<file path="src/rtl/rv32_irq_ctrl.sv">
// Per-hart machine interrupt controller: shared prescaled mtime, per-hart mtimecmp/msip,
// edge-latched external interrupts, and a registered irq request/cause per hart.
module rv32_irq_ctrl #(
  parameter int NUM_HARTS  = 8,
  parameter int XPR_LEN    = 32,
  parameter int TIME_WIDTH = 64,
  parameter int PRESCALE   = 1,
  parameter int ADDR_WIDTH = 12
) (
  input  logic                           clk,
  input  logic                           rst,
  input  logic                           req,
  input  logic                           we,
  input  logic [ADDR_WIDTH-1:0]          addr,
  input  logic [XPR_LEN-1:0]             wdata,
  output logic [XPR_LEN-1:0]             rdata,
  output logic                           rvalid,
  output logic                           err,
  input  logic [NUM_HARTS-1:0]           irq_ext,
  input  logic [NUM_HARTS*XPR_LEN-1:0]   mie,
  input  logic [NUM_HARTS-1:0]           mstatus_mie,
  input  logic [NUM_HARTS-1:0]           irq_ack,
  output logic [NUM_HARTS*XPR_LEN-1:0]   mip,
  output logic [NUM_HARTS-1:0]           irq_valid,
  output logic [NUM_HARTS*XPR_LEN-1:0]   irq_cause
);

  localparam int NW = TIME_WIDTH / XPR_LEN;
  localparam int PW = (PRESCALE > 1) ? $clog2(PRESCALE) : 1;

  logic [PW-1:0]          presc;
  logic                   tick;
  logic                   wr;
  logic [TIME_WIDTH-1:0]  mtime;
  logic [TIME_WIDTH-1:0]  mtimecmp [NUM_HARTS];
  logic [NUM_HARTS-1:0]   msip;
  logic [NUM_HARTS-1:0]   meip;
  logic [NUM_HARTS-1:0]   mtip;
  logic [NUM_HARTS-1:0]   irq_ext_q;

  logic [31:0]            a;
  logic                   mapped;
  logic [XPR_LEN-1:0]     rd_val;
  logic [NW-1:0]          hit_time;
  logic [NUM_HARTS-1:0]   hit_msip;
  logic [NW-1:0]          hit_cmp [NUM_HARTS];

  logic [XPR_LEN-1:0]     pend;
  logic [NUM_HARTS-1:0]   pend_any;
  logic [NUM_HARTS-1:0]   ack_clr;
  logic [3:0]             code [NUM_HARTS];

  assign tick = (presc == PW'(PRESCALE - 1));
  assign wr   = req & we;

  // Register port: a req sampled at posedge is answered by a one-cycle rvalid
  // strobe on the next cycle (err alongside it when the address is unmapped).
  always_comb begin
    a        = 32'(addr) & 32'hFFFF_FFFC;
    mapped   = 1'b0;
    rd_val   = '0;
    hit_time = '0;
    hit_msip = '0;
    hit_cmp  = '{default: '0};
    for (int w = 0; w < NW; w++) begin
      if (a == 32'(4 * w)) begin
        hit_time[w] = 1'b1;
        mapped      = 1'b1;
        rd_val      = mtime[w*XPR_LEN +: XPR_LEN];
      end
    end
    for (int h = 0; h < NUM_HARTS; h++) begin
      if (a == 32'(256 + 4 * h)) begin
        hit_msip[h] = 1'b1;
        mapped      = 1'b1;
        rd_val      = {{(XPR_LEN-1){1'b0}}, msip[h]};
      end
      for (int w = 0; w < NW; w++) begin
        if (a == 32'(512 + 8 * h + 4 * w)) begin
          hit_cmp[h][w] = 1'b1;
          mapped        = 1'b1;
          rd_val        = mtimecmp[h][w*XPR_LEN +: XPR_LEN];
        end
      end
    end
  end

  always_comb begin
    mip      = '0;
    pend     = '0;
    pend_any = '0;
    ack_clr  = '0;
    for (int h = 0; h < NUM_HARTS; h++) begin
      mip[h*XPR_LEN + 11] = meip[h];
      mip[h*XPR_LEN + 7]  = mtip[h];
      mip[h*XPR_LEN + 3]  = msip[h];
    end
    for (int h = 0; h < NUM_HARTS; h++) begin
      pend        = mip[h*XPR_LEN +: XPR_LEN] & mie[h*XPR_LEN +: XPR_LEN];
      pend_any[h] = |pend;
      // Priority MEI > MSI > MTI
      if (pend[11])     code[h] = 4'd11;
      else if (pend[3]) code[h] = 4'd3;
      else              code[h] = 4'd7;
      ack_clr[h] = irq_ack[h] & irq_valid[h] & (irq_cause[h*XPR_LEN +: 4] == 4'd11);
    end
  end

  always_ff @(posedge clk) begin
    if (rst) begin
      presc     <= '0;
      mtime     <= '0;
      msip      <= '0;
      meip      <= '0;
      mtip      <= '0;
      irq_ext_q <= '0;
      irq_valid <= '0;
      irq_cause <= '0;
      rdata     <= '0;
      rvalid    <= 1'b0;
      err       <= 1'b0;
      for (int h = 0; h < NUM_HARTS; h++) mtimecmp[h] <= '1;
    end else begin
      presc <= tick ? '0 : presc + 1'b1;
      // A software write to any mtime word suppresses that cycle's tick entirely
      if (wr && (|hit_time)) begin
        for (int w = 0; w < NW; w++)
          if (hit_time[w]) mtime[w*XPR_LEN +: XPR_LEN] <= wdata;
      end else if (tick) begin
        mtime <= mtime + 1'b1;
      end
      for (int h = 0; h < NUM_HARTS; h++) begin
        if (wr && hit_msip[h]) msip[h] <= wdata[0];
        for (int w = 0; w < NW; w++)
          if (wr && hit_cmp[h][w]) mtimecmp[h][w*XPR_LEN +: XPR_LEN] <= wdata;
        mtip[h]      <= (mtime >= mtimecmp[h]);
        irq_valid[h] <= mstatus_mie[h] & pend_any[h];
        if (mstatus_mie[h] && pend_any[h])
          irq_cause[h*XPR_LEN +: XPR_LEN] <= {1'b1, {(XPR_LEN-5){1'b0}}, code[h]};
      end
      // A new rising edge outranks an acknowledge in the same cycle
      irq_ext_q <= irq_ext;
      meip      <= (irq_ext & ~irq_ext_q) | (meip & ~ack_clr);
      rvalid    <= req;
      err       <= req & ~mapped;
      rdata     <= (req && !we) ? rd_val : '0;
    end
  end

endmodule

</file>
<file path="config.mk">
export PLATFORM = sky130hd
export DESIGN_NAME = rv32_irq_ctrl
export DESIGN_NICKNAME = d
export VERILOG_FILES = /design/src/rtl/rv32_irq_ctrl.sv
export SDC_FILE = /design/constraint.sdc
export NUM_CORES = 2
export LEC_CHECK = 0
export CORE_AREA = 2 2 340 342
export CTS_CLUSTER_SIZE = 40
export DETAILED_ROUTE_END_ITERATION = 16
export DIE_AREA = 0 0 342 344
export DONT_BUFFER_PORTS = 1
export PLACE_DENSITY = 0.59
export SYNTH_ARGS = -nofsm -noshare
export SYNTH_HDL_FRONTEND = slang
export SYNTH_SLANG_ARGS = --single-unit
</file>
<file path="constraint.sdc">
create_clock -name clk -period 8.9 [get_ports clk]
set_clock_uncertainty 0.15 [all_clocks]
set_input_delay 0.89 -clock clk [delete_from_list [all_inputs] [get_ports clk]]
set_output_delay 0.89 -clock clk [all_outputs]
set_load 0.05 [all_outputs]
</file>
# Yosys cells after proc, flatten, opt, wreduce, memory -nomap -nowiden
# Memories as Yosys holds them, arrays and structs flattened.
# Index checks and enable logic that the tools add are counted.
word_totals:
  ram_bits: 512
  out_inout_bits: 554
  wordCells: 343
  n_memories: 1
  in_bits: 328
  ff_bits: 179
memory_table:
  columns: ["memory", "depth", "word_bits", "read_ports", "rd_clocked_by_memory_dff", "write_ports", "line", "source"]
  rows:
  - ["mtimecmp", 8, 64, 8, 0, 8, "35", "logic [TIME_WIDTH-1:0] mtimecmp [NUM_HARTS];"]
op_classes:
  reduce_logical: 49
  bitwise: 58
  eq_ne: 36
  order_cmp: 8
  mux: 163
  addsub: 2
op_table:
  columns: ["operator", "count"]
  rows:
  - ["$mux 32", 44]
  - ["$ge 64x64->1", 8]
  - ["$and 12x32->32", 8]
  - ["$reduce_or 32->1", 8]
  - ["$eq 10x8->1 const B", 16]
  - ["$mux 64", 2]
  - ["$mux 1", 101]
  - ["$eq 10x7->1 const B", 8]
  - ["$add 64x1->64 const B", 1]
  - ["$logic_and 1x1->1", 34]
  - ["$eq 4x4->1 const B", 8]
  - ["$logic_not 32->1", 1]
  - ["$mux 4", 8]
  - ["$and 1x1->1", 26]
  - ["$mux 3", 8]
  - ["$and 8x8->8", 2]
  - ["$not 8->8", 2]
  - ["$or 1x1->1", 16]
  - ["$eq 10x1->1 const B", 1]
  - ["$or 8x8->8", 1]
  - ["$reduce_or 2->1", 3]
  - ["$ne 2x2->1 const B", 2]
  - ["$reduce_and 2->1", 2]
  - ["$not 1->1", 3]
  - ["3 further kinds", 3]

# Logic depth before layout (Yosys ltp)
logic_depth:
  ltp_word: 29
  ltp_mapped: 11
  depth_no_buf: 9

# Worst setup path after synthesis
# No wires, ideal clock.
synth_timing:
  path_type: "input -> register"
  start: "in addr[4]"
  end: "mem mtimecmp[6][0] (netlist: mtimecmp[1][128]) (enable)"
  t_required_ps: 8284
  path_slack_ps: 3696
  setup_time_ps: 466
  n_path_buf: 4
  arrival_time_ps: 4589
  path_stages: 7
  path_cell_list: "buf_2 -> or3b_2 -> or2_2 -> clkbuf_1 -> clkbuf_1 -> clkbuf_1 -> o21ai_0"
synth_lines:
  columns: ["element", "line", "source"]
  rows:
  - ["start, declared", "14", "input logic [ADDR_WIDTH-1:0] addr,"]
  - ["end, declared", "35", null]

==> metrics.txt <==
count leader, synth nand2_1; register area around 19000 um2; hold buffers post-CTS 0; Fin Hold WS approximately 0.17 ns; status completed; area grow syn2layout 7.39%; Avg Vias per Cell 6.00; Ys Warns 0; FFs w/ async S/R, synth 0%; Final ANT Viol Nets 0; list of most frequent post-synthesis cells nand2_1, inv_1, ha_1; H-tree lvl count 3; CTS-repair resized insts 0; share of the synthesized area in the top cell type 32.5%; Vias 41096; CTS sink cnt 675; vias in the first global route 37596; Multi-input gate area 23900 um2; Setup TNS 0 ns; Worst-Skew Late Latency 0.70 ns; Worst slew margin 10.5%; layout cells sized above 1 7.28%; Top Ports 882; CP Capture Type flip-flop; max_cap viols 0; synthesized flop and latch total about 680; synthesized instance count 5305; Fillers roughly 11000; Post-CTS Setup Inserts 0; Leak Pwr approximately 0.022 uW; starting DRC count in detailed routing just over 5000; fin crit share 52.4%; fin crit period between 4 and 5 ns; GP Congestion 0.982; Critical Path Source addr[3]; Row Count 124; Slew Viols, Final 0; number of synthesized flops with an enable pin 512; Tot Pwr between 8000 and 9000 uW; Crit Path Max Fanout 110; TritonCTS Buffers between 80 and 90; post-synthesis cell area 47400 um2; first-pass GRT wire length 276000 um; Core Box Area approximately 110000 um2; Worst setup SP type primary input; top cells by area, synth edfxtp_1, ha_1, buf_4; f_max 215 MHz; nets@finish 6092; TritonRoute pass-1 iters 6; Worst EP arrival 4.84 ns; Reg clk slew, reported paths 0.05 ns; total gr overflow 0; HPWL after detailed placement about 140000 um; maximum clock path buffer count 3; Final Hold Vio Count 0; Finished Layout Cells 6847; syn_area_per_cell 8.93 um2; TritonCTS clock tree done; drt total wl 199000 um; root buf cell clkbuf_16; final setup fails 0; Distinct cells, synth 89; required time of the critical path 9.08 ns; antenna violations before repair 18; PortBufs 0; register area share after synthesis approximately two fifths; Top FF cell, synth edfxtp_1; RSZ-0062 raised after global routing no; PwrDens 167 nW/um2; total track usage 32.8%; DRC 0; worst hold-check path type in2reg; Max VDD drop approximately 150 uV; Placed Instances 6676; effective utilization at floorplan 41.6%; origin of the critical flop-to-flop path mtime[26]; Worst Tran Pin Value 1.33 ns; Wirelength per Cell 29.0 um; die height 344 um; Hold Crit Start rst; critical path class in2reg; die area 118000 um2; Die Width 342 um; largest net degree at the start of global routing 170; post-synth top area cell edfxtp_1
[cells by family (layout without fill, tap and decap cells)]
group | Yosys count | count (layout) | share of synthesized area [%]
compound gates | 1439 | 1439 | 19.3
mux | 34 | 34 | 0.753
buf+inv | 1325 | 891 | 14.3
xor+xnor | 1 | 1 | 0.0185
other cells | 1 | 465 | 0.00792
simple gates | 1317 | 1317 | 12.7
fa+ha+maj | 513 | 513 | 13.6
flops | 675 | 675 | 39.3
[power by group]
| part | leakage, uW | internal [uW] | switching, uW |
|---|---|---|---|
| logic | 0.0136 | 170 | 855 |
| registers | 0.00647 | 3540 | 136 |
| clock network | 0.00146 | 2290 | 1490 |
[per-stage QoR]
step	instance area, um2	util (%)	setup WS [ns]
after floorplan	49100	-	3.70
after global placement	47800	42.0	3.77
after detailed placement	47800	42.0	3.75
after CTS	50800	44.6	4.45
after global routing	50800	44.6	4.31
final	50900	44.7	4.24
[per-layer routing]
metal	up-vias	global-route usage, %	share of wire [%]
met5	-	0	0.049
met4	16	19.7	7.1
met3	572	8.32	11
met2	2754	49.8	43
met1	19656	42.2	38
li1	18098	-	-
[registers in the layout, indices dropped and copies added (netlist names), 24 cells and up]
name,cells
rdata,32
mtimecmp,512
mtime,64
irq_cause,24
[worst max-delay path, cell delays in order]
cell and delay [ns]:
nand2b_1 0.49, nor2_4 0.37, buf_4 0.38, buf_4 0.66, nand2_1 0.63, o21ai_4 0.67, buf_4 0.54
[final cells by class]
type / instances / area share [%]
multi-input cells: 3753 / 47.1
clock inverters: 44 / 1.18
clock buffers: 111 / 4.68
inverters: 575 / 4.24
well taps: 1512 / 3.72
diodes: 16 / 0.0787
repair buffers: 161 / 2.38
flip-flops and latches: 675 / 36.7
[worst paths after layout]
check | slack (ns) | end | cells past startpoint
worst max-delay path | 4.24 | mtimecmp[1][193] | 7
worst min-delay path | 0.17 | irq_cause[227] | 1
worst max register to register | 4.64 | mtime[56] | 7
worst min register to register | 0.31 | irq_cause[161] | 2
[cells in the final DEF, fill, tap and decap left out, types with 15 or more instances in the layout]
| cell | count |
|---|---|
| o22ai_1 | 48 |
| mux2i_1 | 30 |
| a211oi_1 | 98 |
| o21ai_0 | 438 |
| nand2_1 | 579 |
| o21ai_1 | 16 |
| o21a_1 | 23 |
| nor4_1 | 38 |
| a31oi_1 | 29 |
| o31ai_1 | 24 |
| o2111ai_1 | 30 |
| nor2b_1 | 33 |
| ha_1 | 513 |
| a221oi_1 | 44 |
| nand4_1 | 116 |
| and4_1 | 16 |
| a311oi_1 | 42 |
| o21ai_4 | 16 |
| buf_4 | 161 |
| nand3_1 | 69 |
| nor2_1 | 271 |
| clkbuf_16 | 89 |
| o211ai_1 | 42 |
| clkbuf_1 | 15 |
| inv_1 | 573 |
| o221ai_1 | 18 |
| diode_2 | 16 |
| nor3_1 | 76 |
| a21oi_1 | 334 |
| edfxtp_1 | 512 |
| a2111oi_0 | 17 |
| a22oi_1 | 25 |
| conb_1 | 449 |
| a21o_1 | 71 |
| nand2b_1 | 19 |
| dfxtp_1 | 158 |
Note: power is estimated with default switching activity, not from simulation.
